===== config.mk =====
export PLATFORM = sky130hd
export DESIGN_NAME = override_sequencer
export DESIGN_NICKNAME = d
export VERILOG_FILES = /design/src/rtl/override_sequencer.sv
export SDC_FILE = /design/constraint.sdc
export NUM_CORES = 1
export LEC_CHECK = 0
export BUFFER_PORTS_ARGS = -buffer_cell sky130_fd_sc_hd__buf_2
export CORE_MARGIN = 2
export CORE_UTILIZATION = 60
export CTS_CLUSTER_DIAMETER = 40
export DETAILED_ROUTE_END_ITERATION = 8
export PLACE_DENSITY = 0.82
export SLEW_MARGIN = 15
export SYNTH_ARGS = -nofsm -noshare
export SYNTH_HDL_FRONTEND = slang
export SYNTH_SLANG_ARGS = --single-unit

===== constraint.sdc =====
create_clock -name clk -period 6.7 [get_ports clk]
set_clock_uncertainty 0.05 [all_clocks]
set_input_delay 1.675 -clock clk [delete_from_list [all_inputs] [get_ports clk]]
set_output_delay 1.675 -clock clk [all_outputs]
set_load 0.03 [all_outputs]

===== src/rtl/override_sequencer.sv =====
// Override sequencer: debounces raw lock/flush/quantum requests and arbitrates
// them into registered pipeline override pulses with authentication checks.
module override_sequencer #(
  parameter int DEBOUNCE_CYCLES    = 4,
  parameter int LOCK_MIN_HOLD      = 8,
  parameter int FLUSH_PULSE_CYCLES = 2,
  parameter int COOLDOWN_CYCLES    = 4
) (
  input  logic       clk,
  input  logic       reset,
  input  logic       analog_lock_req,
  input  logic       analog_flush_req,
  input  logic       quantum_req,
  input  logic       override_authentication_valid,
  input  logic [1:0] mission_profile,
  output logic       lock_out,
  output logic       flush_out,
  output logic       quantum_out,
  output logic [1:0] active_source,
  output logic       busy,
  output logic       auth_fault,
  output logic [7:0] fault_count
);

  localparam int DW = $clog2(DEBOUNCE_CYCLES + 1);
  localparam int M1 = (LOCK_MIN_HOLD > FLUSH_PULSE_CYCLES) ?
                      LOCK_MIN_HOLD : FLUSH_PULSE_CYCLES;
  localparam int M2 = (M1 > COOLDOWN_CYCLES) ? M1 : COOLDOWN_CYCLES;
  localparam int TMAX = (M2 > 1) ? M2 : 1;
  localparam int TW = $clog2(TMAX + 1);

  localparam logic [DW-1:0] C_DB    = DW'(DEBOUNCE_CYCLES);
  localparam logic [TW-1:0] C_HOLD  = TW'(LOCK_MIN_HOLD);
  localparam logic [TW-1:0] C_FLUSH = TW'(FLUSH_PULSE_CYCLES);
  localparam logic [TW-1:0] C_COOL  = TW'(COOLDOWN_CYCLES);
  localparam logic [TW-1:0] C_ONE   = TW'(1);

  typedef enum logic [2:0] {
    S_IDLE,
    S_QUANTUM,
    S_LOCK,
    S_FLUSH,
    S_COOL
  } state_t;

  state_t        r_state;
  state_t        w_state_nxt;
  logic [TW-1:0] r_tmr;
  logic [TW-1:0] w_tmr_nxt;
  logic [DW-1:0] r_db [3];
  logic [DW-1:0] w_db_nxt [3];
  logic [2:0]    w_raw;
  logic [2:0]    w_qual;
  logic [2:0]    w_qnx;
  logic [1:0]    r_arm;
  logic [1:0]    w_bad;
  logic          w_fault;
  logic          w_lock_ok;
  logic          w_auth;
  logic          r_lock;
  logic          r_flush;
  logic          r_quantum;
  logic [1:0]    r_src;
  logic          r_busy;
  logic          r_fault;
  logic [7:0]    r_fcnt;
  logic          w_lock_o;
  logic          w_flush_o;
  logic          w_quantum_o;
  logic [1:0]    w_src;

  // index 0 = flush, 1 = lock, 2 = quantum
  assign w_raw     = {quantum_req, analog_lock_req, analog_flush_req};
  assign w_auth    = override_authentication_valid;
  assign w_lock_ok = w_auth || (mission_profile == 2'b11);

  always_comb begin
    for (int i = 0; i < 3; i++) begin
      w_db_nxt[i] = '0;
      if (w_raw[i])
        w_db_nxt[i] = (r_db[i] == C_DB) ? C_DB : r_db[i] + 1'b1;
      w_qual[i] = (r_db[i] == C_DB);
      w_qnx[i]  = (w_db_nxt[i] == C_DB);
    end
  end

  // Faults fire on the edge a request becomes qualified, one per episode
  always_comb begin
    w_bad[1] = w_qnx[1] && !w_lock_ok && r_arm[1];
    w_bad[0] = w_qnx[0] && !w_auth && r_arm[0] &&
               !(w_qnx[1] && w_lock_ok);
    w_fault  = (r_state == S_IDLE) && !w_qnx[2] && (|w_bad);
  end

  always_comb begin
    w_state_nxt = r_state;
    w_tmr_nxt   = r_tmr;
    unique case (r_state)
      S_IDLE: begin
        if (w_qual[2]) begin
          w_state_nxt = S_QUANTUM;
          w_tmr_nxt   = '0;
        end else if (w_qual[1] && w_lock_ok) begin
          w_state_nxt = S_LOCK;
          w_tmr_nxt   = C_ONE;
        end else if (w_qual[0] && w_auth) begin
          w_state_nxt = S_FLUSH;
          w_tmr_nxt   = C_ONE;
        end
      end
      S_QUANTUM: begin
        if (!quantum_req) begin
          w_state_nxt = S_COOL;
          w_tmr_nxt   = C_ONE;
        end
      end
      S_LOCK: begin
        if (w_qual[2]) begin
          w_state_nxt = S_QUANTUM;
          w_tmr_nxt   = '0;
        end else if (!analog_lock_req && r_tmr >= C_HOLD) begin
          w_state_nxt = S_COOL;
          w_tmr_nxt   = C_ONE;
        end else if (r_tmr < C_HOLD) begin
          w_tmr_nxt = r_tmr + 1'b1;
        end
      end
      S_FLUSH: begin
        if (w_qual[2]) begin
          w_state_nxt = S_QUANTUM;
          w_tmr_nxt   = '0;
        end else if (r_tmr >= C_FLUSH) begin
          w_state_nxt = S_COOL;
          w_tmr_nxt   = C_ONE;
        end else begin
          w_tmr_nxt = r_tmr + 1'b1;
        end
      end
      S_COOL: begin
        if (w_qual[2]) begin
          w_state_nxt = S_QUANTUM;
          w_tmr_nxt   = '0;
        end else if (r_tmr >= C_COOL) begin
          w_state_nxt = S_IDLE;
          w_tmr_nxt   = '0;
        end else begin
          w_tmr_nxt = r_tmr + 1'b1;
        end
      end
      default: begin
        w_state_nxt = S_IDLE;
        w_tmr_nxt   = '0;
      end
    endcase
  end

  always_comb begin
    w_lock_o    = 1'b0;
    w_flush_o   = 1'b0;
    w_quantum_o = 1'b0;
    w_src       = 2'b00;
    unique case (w_state_nxt)
      S_QUANTUM: begin
        w_lock_o    = 1'b1;
        w_quantum_o = 1'b1;
        w_src       = 2'b11;
      end
      S_LOCK: begin
        w_lock_o = 1'b1;
        w_src    = 2'b10;
      end
      S_FLUSH: begin
        w_flush_o = 1'b1;
        w_src     = 2'b01;
      end
      default: ;
    endcase
  end

  always_ff @(posedge clk) begin
    if (reset) begin
      for (int i = 0; i < 3; i++) r_db[i] <= '0;
      r_state   <= S_IDLE;
      r_tmr     <= '0;
      r_arm     <= 2'b11;
      r_lock    <= 1'b0;
      r_flush   <= 1'b0;
      r_quantum <= 1'b0;
      r_src     <= 2'b00;
      r_busy    <= 1'b0;
      r_fault   <= 1'b0;
      r_fcnt    <= '0;
    end else begin
      for (int i = 0; i < 3; i++) r_db[i] <= w_db_nxt[i];
      for (int i = 0; i < 2; i++) begin
        if (!w_raw[i])
          r_arm[i] <= 1'b1;
        else if (w_fault && w_bad[i])
          r_arm[i] <= 1'b0;
      end
      r_state   <= w_state_nxt;
      r_tmr     <= w_tmr_nxt;
      r_lock    <= w_lock_o;
      r_flush   <= w_flush_o;
      r_quantum <= w_quantum_o;
      r_src     <= w_src;
      r_busy    <= (w_state_nxt != S_IDLE);
      r_fault   <= w_fault;
      if (w_fault && r_fcnt != 8'hFF)
        r_fcnt <= r_fcnt + 8'd1;
    end
  end

  assign lock_out      = r_lock;
  assign flush_out     = r_flush;
  assign quantum_out   = r_quantum;
  assign active_source = r_src;
  assign busy          = r_busy;
  assign auth_fault    = r_fault;
  assign fault_count   = r_fcnt;

endmodule


==> summary.md, run 1 <==
| Metric | Value |
|---|---|
| Status | finished, final reports clean |
| Clock-pin slew on the worst setup and hold paths | 100 ps |
| Routed vias/inst | 5.88 |
| Cell area power density | 165 mW/mm2 |
| Die width | 59.3 um |
| Leak | 0.841 nW |
| CTS sink count | 33 |
| CTS tree | yes |
| TNS Setup | 0 ps |
| Worst Setup SP | mission_profile[0] |
| DRC | 0 |
| NetSw | 0.0000844 W |
| Port bufs | 22 |
| Die H | 59.3 um |
| Count of cell types in the netlist | 57 |
| Placed cells | 256 |
| Cell taking the most area after synthesis | dfxtp_1 |
| Slowest-stage cell, CP | a2111oi_1 |
| H-tree depth | 2 |
| Total Wirelength | 3720 um |
| Clock Latency Late Sink | 330 ps |
| Syn avg cell area | 8.92 um2 |
| Critical Path AT | 3310 ps |
| Site row count | 20 |
| Comb power frac | 6.8% |
| Crit-path max FO | 5 |
| Critical Path End Type | flip-flop |
| First-pass GRT wire length | 6130 um |
| Synth top cells by count | 33 x dfxtp_1, 19 x nor2_1, 18 x inv_1 |
| Core ar. | 0.00298 mm2 |
| Most area-consuming cells after synthesis | dfxtp_1 36%, ha_1 5.4%, nor2_1 3.9% |
| Cell area after placement | 0.00196 mm2 |
| CP max stage delay | 440 ps |
| Most frequent cell after synthesis | dfxtp_1 |
| Critical Path Source Type | input pin |
| R2R setup slack | 4240 ps |
| Design area | 0.00201 mm2 |
| Internal | 0.000247 W |
| RR Endpoint | fault_count[5]$_SDFFE_PP0P_ |
| Vias in the first global route | 1348 |
| RD Place Congestion | 0.835 |
| Multi-input gate area | 0.00108 mm2 |
| Vias | 1552 |
| ANT nets after route | 0 |
| Post-detail-place hpwl | 2720 um |
| Post-synth EDFFs | 0 |
| Prevailing post-synth register cell | dfxtp_1 |
| Pin count of the biggest net entering global routing | 31 |
| # IOs | 23 |
| Yosys Warn Count | 0 |
| DR WL/cell | 14.1 um |
| Seq pwr share | 60.5% |
| Number of standard cells in the final layout excluding fillers | 264 |
| Critical path class | in -> reg |
| Cell family with most CP delay | compound AO/OA/AOI/OAI gates |
| Slew at the pin with the worst max-slew slack | 633 ps |
| Post-synthesis sequential area ratio | 36.0% |
| 1st-iter DRT viols | 59 |
| Drt pass-1 iters | 4 |
| Post-layout nets | 246 |
| HP Class | reg -> reg |
| GRT Util Overall | 22.8% |
| Fin crit period | 3140 ps |
| Filler Cell Count | 267 |
| Initial core utilization | 61.7% |
| Setup Fix Bufs, Post-CTS | 0 |
| WP buf/inv | 1 |
| Crit path depth | 6 |
| Final Max Slew Viols | 0 |
| CTS buffer count | 5 |
| Cts repair resizes | 0 |
| FF+latch area | 661 um2 |
| Die ar. | 0.00352 mm2 |
| Final setup viols | 0 |
| Clock root cell | clkbuf_4 |
| RSZ-0062 raised after global routing | no |
| Hold-fix buffers at CTS | 0 |
| Mapped Nets | 222 |
| Crit-path cells | buf_2 -> a21o_1 -> a2111oi_1 -> nand2_2 -> a2111oi_4 -> mux2_1 |
| Proportion of layout cells with a drive suffix above 1 | 16.5% |
| Syn Inst Count | 206 |
| Clk pwr share | 32.7% |
| Final Hold Fails | 0 |
| Final Cycle Share | 46.8% |
| Synth top area share | 36.0% |
| Worst VDD drop | 0.120 mV |
| Relative slew slack | 57.4% |
| Sw Share | 25.4% |
| Antenna violations before repair | 0 |
| Worst endpoint required time | 6880 ps |
| Async S/R FF share, synth | 0% |
| FF-to-FF Start | r_db[0][3]$_SDFF_PP0_ |
| MaxCap Viol Count | 0 |
| Fmax | 319 MHz |
| Critical Path Sink | fault_count[5]$_SDFFE_PP0P_ |
| Synthesis-stage register bit count | 33 |
| Layout area overhead | 9.54% |
| Cell area after synthesis | 0.00184 mm2 |
| CTS Buffer Depth | 2 |
| GRT overflow | 0 |
| Antenna Cells | 0 |
| R2R depth | 7 |
layout make-up:
type                    count  share of cell area, %
multi-input cells         150                   53.7
clock inverters             2                  0.498
clock buffers               6                   2.05
repair buffers             22                   5.47
flip-flops and latches     33                   32.8
inverters                  18                   3.36
well taps                  33                   2.05
flip-flops by register name, summed over array words and instances, names as in the netlist:
name and cells:
r_db 9, fault_count 8, r_tmr 4, r_state 3, active_source 2, r_arm 2, auth_fault 1, busy 1
flush_out 1, lock_out 1, quantum_out 1
placed cells by master (no fill, tap or decap), types with 2 or more instances in the layout:
cell	n
ha_1	8
and2b_1	2
a211oi_1	8
o21ai_0	3
nor2b_1	10
inv_1	18
nand3_1	5
dfxtp_1	33
a221oi_1	2
a31oi_1	3
a21oi_1	13
or4b_1	2
clkinv_2	2
nor3_1	4
nand2_1	8
a21o_1	5
and2_1	3
o41ai_1	2
a311oi_1	2
and3_1	4
nor2_1	19
buf_2	22
clkbuf_4	5
mux2_1	4
nand2b_1	8
o22ai_1	2
nand4_1	3
worst min path at each step:
stage                                from                     to  slack [ps]  cells past startpoint
floorplan           r_arm[0]$_SDFFE_PP1P_  r_arm[0]$_SDFFE_PP1P_         380                      1
global placement    r_arm[0]$_SDFFE_PP1P_  r_arm[0]$_SDFFE_PP1P_         390                      1
detailed placement  r_arm[1]$_SDFFE_PP1P_  r_arm[1]$_SDFFE_PP1P_         400                      1
CTS                 r_arm[1]$_SDFFE_PP1P_  r_arm[1]$_SDFFE_PP1P_         420                      1
global route        r_arm[1]$_SDFFE_PP1P_  r_arm[1]$_SDFFE_PP1P_         440                      1
finish              r_arm[1]$_SDFFE_PP1P_  r_arm[1]$_SDFFE_PP1P_         410                      1
power groups by stage:
stage	clock (W)	combinational [W]	sequential [W]
2_1_floorplan	0	0.0000153	0.000205
3_3_place_gp	0	0.0000220	0.000205
3_5_place_dp	0	0.0000224	0.000205
4_1_cts	0.000111	0.0000225	0.000200
5_1_grt	0.000118	0.0000254	0.000201
6_report	0.000109	0.0000225	0.000200
stage by stage:
step	setup slack [ps]	power [W]	utilization (%)	hold WS, ps
6_report	3560	0.000331	67.6	413
3_3_place_gp	3270	0.000227	65.8	390
3_5_place_dp	3220	0.000227	65.8	396
4_1_cts	3570	0.000334	67.6	420
5_1_grt	3480	0.000345	67.6	439
2_1_floorplan	3420	0.000220	-	377
routing by layer:
layer,vias to the layer above,track usage [%],routed length [um]
met2,25,33.3,1670
met3,2,4.80,129
met1,727,32.9,1900
li1,798,-,-
met4,0,8.77,20
met5,-,0,0
logic make-up after synthesis:
family | after synthesis | synth area share [%]
AO/OA/AOI/OAI | 56 | 24.8
XOR/XNOR | 2 | 0.954
adder cells (fa/ha/maj) | 8 | 5.45
buffers and inverters | 23 | 5.18
flip-flops | 33 | 36.0
multiplexers | 6 | 3.61
AND/OR/NAND/NOR | 78 | 24.0
Note: power is estimated with default switching activity, not from simulation.
==> run 2, diff against run 1 <==
CORE_UTILIZATION = 57   (was 60)
PLACE_DENSITY = 0.79   (was 0.82)
clock period = 3.16 ns   (was 6.7 ns; I/O delays follow)
==> run 2 against run 1 <==
Hold slack gained 15 ps. Sequential cell count is the same. Critical path depth grew 1. Highest routed layer unchanged. Final cell count grew 4.2%. Global-route usage grew 1.0 points. Final area grew 2.4%. Setup slack lost 2900 ps. Sequential share of layout area shrank 0.76 points. Die area grew 4.9%. Clock-buffer cell count grew 1. Power grew 140%. Critical path type is now reg -> reg.
==> summary.md, run 2 (synthesis results as in run 1) <==
| Metric | Value |
|---|---|
| Status | finished, final reports clean |
| Hold EP | r_arm[1]$_SDFFE_PP1P_ |
| Total Wirelength | 3880 um (+4.3%) |
| FF-to-FF Start | r_db[0][3]$_SDFF_PP0_ |
| MaxCap Viol Count | 0 (unchanged) |
| GRT Util Overall | 23.8% (+1.0 points) |
| # IOs | 23 (unchanged) |
| CTS tree | yes |
| RD Place Congestion | 0.835 (about the same) |
| Critical path class | reg -> reg |
| Worst VDD drop | 0.294 mV (+150%) |
| Clock Latency Late Sink | 340 ps (about the same) |
| Top reg by flops | r_db |
| GRT overflow | 0 (unchanged) |
| Die ar. | 0.00369 mm2 (+4.9%) |
| Antenna violations before repair | 0 (unchanged) |
| RSZ-0062 raised after global routing | no |
| Critical Path End Type | flip-flop |
| Final Hold Fails | 0 (unchanged) |
| Initial core utilization | 60.2% (-1.5 points) |
| Critical Path AT | 2640 ps (-670 ps) |
| Commonest non-fill, non-tap cell in the layout | dfxtp_1 |
| Die H | 60.8 um (+2.4%) |
| First-pass GRT wire length | 6430 um (+4.9%) |
| Antenna Cells | 0 (unchanged) |
| Final setup viols | 0 (unchanged) |
| DR WL/cell | 14.1 um (about the same) |
| Relative slew slack | 56.7% (-0.71 points) |
| CTS Buffer Depth | 2 (unchanged) |
| DRC | 0 (unchanged) |
| CTS sink count | 33 (unchanged) |
| Final Hold Slack | 427 ps (+14.6 ps) |
| Vias | 1602 (+3.2%) |
| Most frequent cells in the layout | 33 x dfxtp_1, 22 x buf_2, 19 x nor2_1 |
| Routed vias/inst | 5.83 (-0.91%) |
| H-tree depth | 2 (unchanged) |
| Clock root cell | clkbuf_4 |
| HP Class | reg -> reg |
| Setup Fix Bufs, Post-CTS | 0 (unchanged) |
| Final Max Slew Viols | 0 (unchanged) |
| Final Cycle Share | 77.7% |
| ANT nets after route | 0 (unchanged) |
| Post-detail-place hpwl | 2840 um (+4.3%) |
| Cts repair resizes | 0 (unchanged) |
| Slew at the pin with the worst max-slew slack | 644 ps (+10.5 ps) |
| Critical Path Source Type | flip-flop |
| Crit-path max FO | 5 (unchanged) |
| TNS Setup | 0 ps (unchanged) |
| Cell area power density | 389 mW/mm2 (+140%) |
| R2R setup slack | 700 ps (-3540 ps) |
| Fin crit period | 2460 ps |
| 1st-iter DRT viols | 193 (+230%) |
| Port bufs | 22 (unchanged) |
| R2R depth | 7 (unchanged) |
| Proportion of layout cells with a drive suffix above 1 | 16.5% (unchanged) |
| Clock-pin slew on the worst setup and hold paths | 100 ps (about the same) |
| Max reg flops | 9 (unchanged) |
| Site row count | 20 (unchanged) |
| Fmax | 407 MHz |
| Die width | 60.8 um (+2.4%) |
| Vias in the first global route | 1475 (+9.4%) |
| RR Endpoint | fault_count[5]$_SDFFE_PP0P_ |
| Hold-fix buffers at CTS | 0 (unchanged) |
| Worst hold start | r_arm[1]$_SDFFE_PP1P_ |
| Util after Layout | 67.5% (-0.10 points) |
| Layout area overhead | 12.1% |
| Core ar. | 0.00305 mm2 (+2.5%) |
| Leak | 0.854 nW (+1.6%) |
| Pin count of the biggest net entering global routing | 31 (unchanged) |
| Worst endpoint required time | 3350 ps (-3530 ps) |
| CTS buffer count | 5 (unchanged) |
| Drt pass-1 iters | 4 (unchanged) |
| WHS Path Cells | 1 (unchanged) |
| Post-layout nets | 246 (unchanged) |
## run 2: cell types whose count changed in the layout (fill, tap and decap cells not counted), sizes merged
cell    delta
clkbuf     +1
bufinv     +1
clkinv     -2
## run 2: worst max-delay path: stages, from the launching register on
cell	delay (ps)
dfxtp_1	420
inv_1	70
ha_1	330
nand3b_1	190
a2111oi_1	410
nand2_2	180
a2111oi_4	370
mux2_1	340
## run 2: cell type report
class | instances | area [um2]
multi-input cells | 150 | 1080
fillers | 259 | 993
flip-flops and latches | 33 | 661
repair buffers | 22 | 110
inverters | 18 | 67.6
clock buffers | 7 | 55.1
well taps | 44 | 55.1
clock inverters | 1 | 30.0
## run 2: metal layers
layer / part of all wire [%] / wire length [um] / GRT usage [%]
met1: 42 / 1630 / 29.4
met4: 1.6 / 63 / 9.32
met2: 52 / 2000 / 39.5
met5: 0 / 0 / 0
met3: 4.9 / 190 / 6.61
## run 2: where the power goes
group | total, W | internal (W) | switching [W]
Sequential | 0.000425 | 0.000420 | 0.00000449
Combinational | 0.0000485 | 0.0000187 | 0.0000299
Clock | 0.000327 | 0.000189 | 0.000138
## run 2: worst max path at each step
stage                           from                     endpoint  slack [ps]  depth (start not counted)
4_1_cts        r_db[0][3]$_SDFF_PP0_  fault_count[5]$_SDFFE_PP0P_         710                          7
2_1_floorplan     mission_profile[0]  fault_count[5]$_SDFFE_PP0P_         770                          5
5_1_grt        r_db[0][0]$_SDFF_PP0_  fault_count[6]$_SDFFE_PP0P_         560                          7
3_5_place_dp      mission_profile[0]  fault_count[5]$_SDFFE_PP0P_         560                          6
3_3_place_gp      mission_profile[0]  fault_count[5]$_SDFFE_PP0P_         590                          6
6_report       r_db[0][3]$_SDFF_PP0_  fault_count[5]$_SDFFE_PP0P_         700                          7
## run 2: per-stage QoR
stage | cells | setup WS [ps] | cell area, um2 | total power, W
finish | 275 | 705 | 2060 | 0.000801
global placement | 267 | 592 | 1970 | 0.000480
floorplan | 206 | 769 | 1840 | 0.000467
detailed placement | 267 | 562 | 1970 | 0.000483
global route | 275 | 557 | 2060 | 0.000832
CTS | 275 | 712 | 2060 | 0.000808
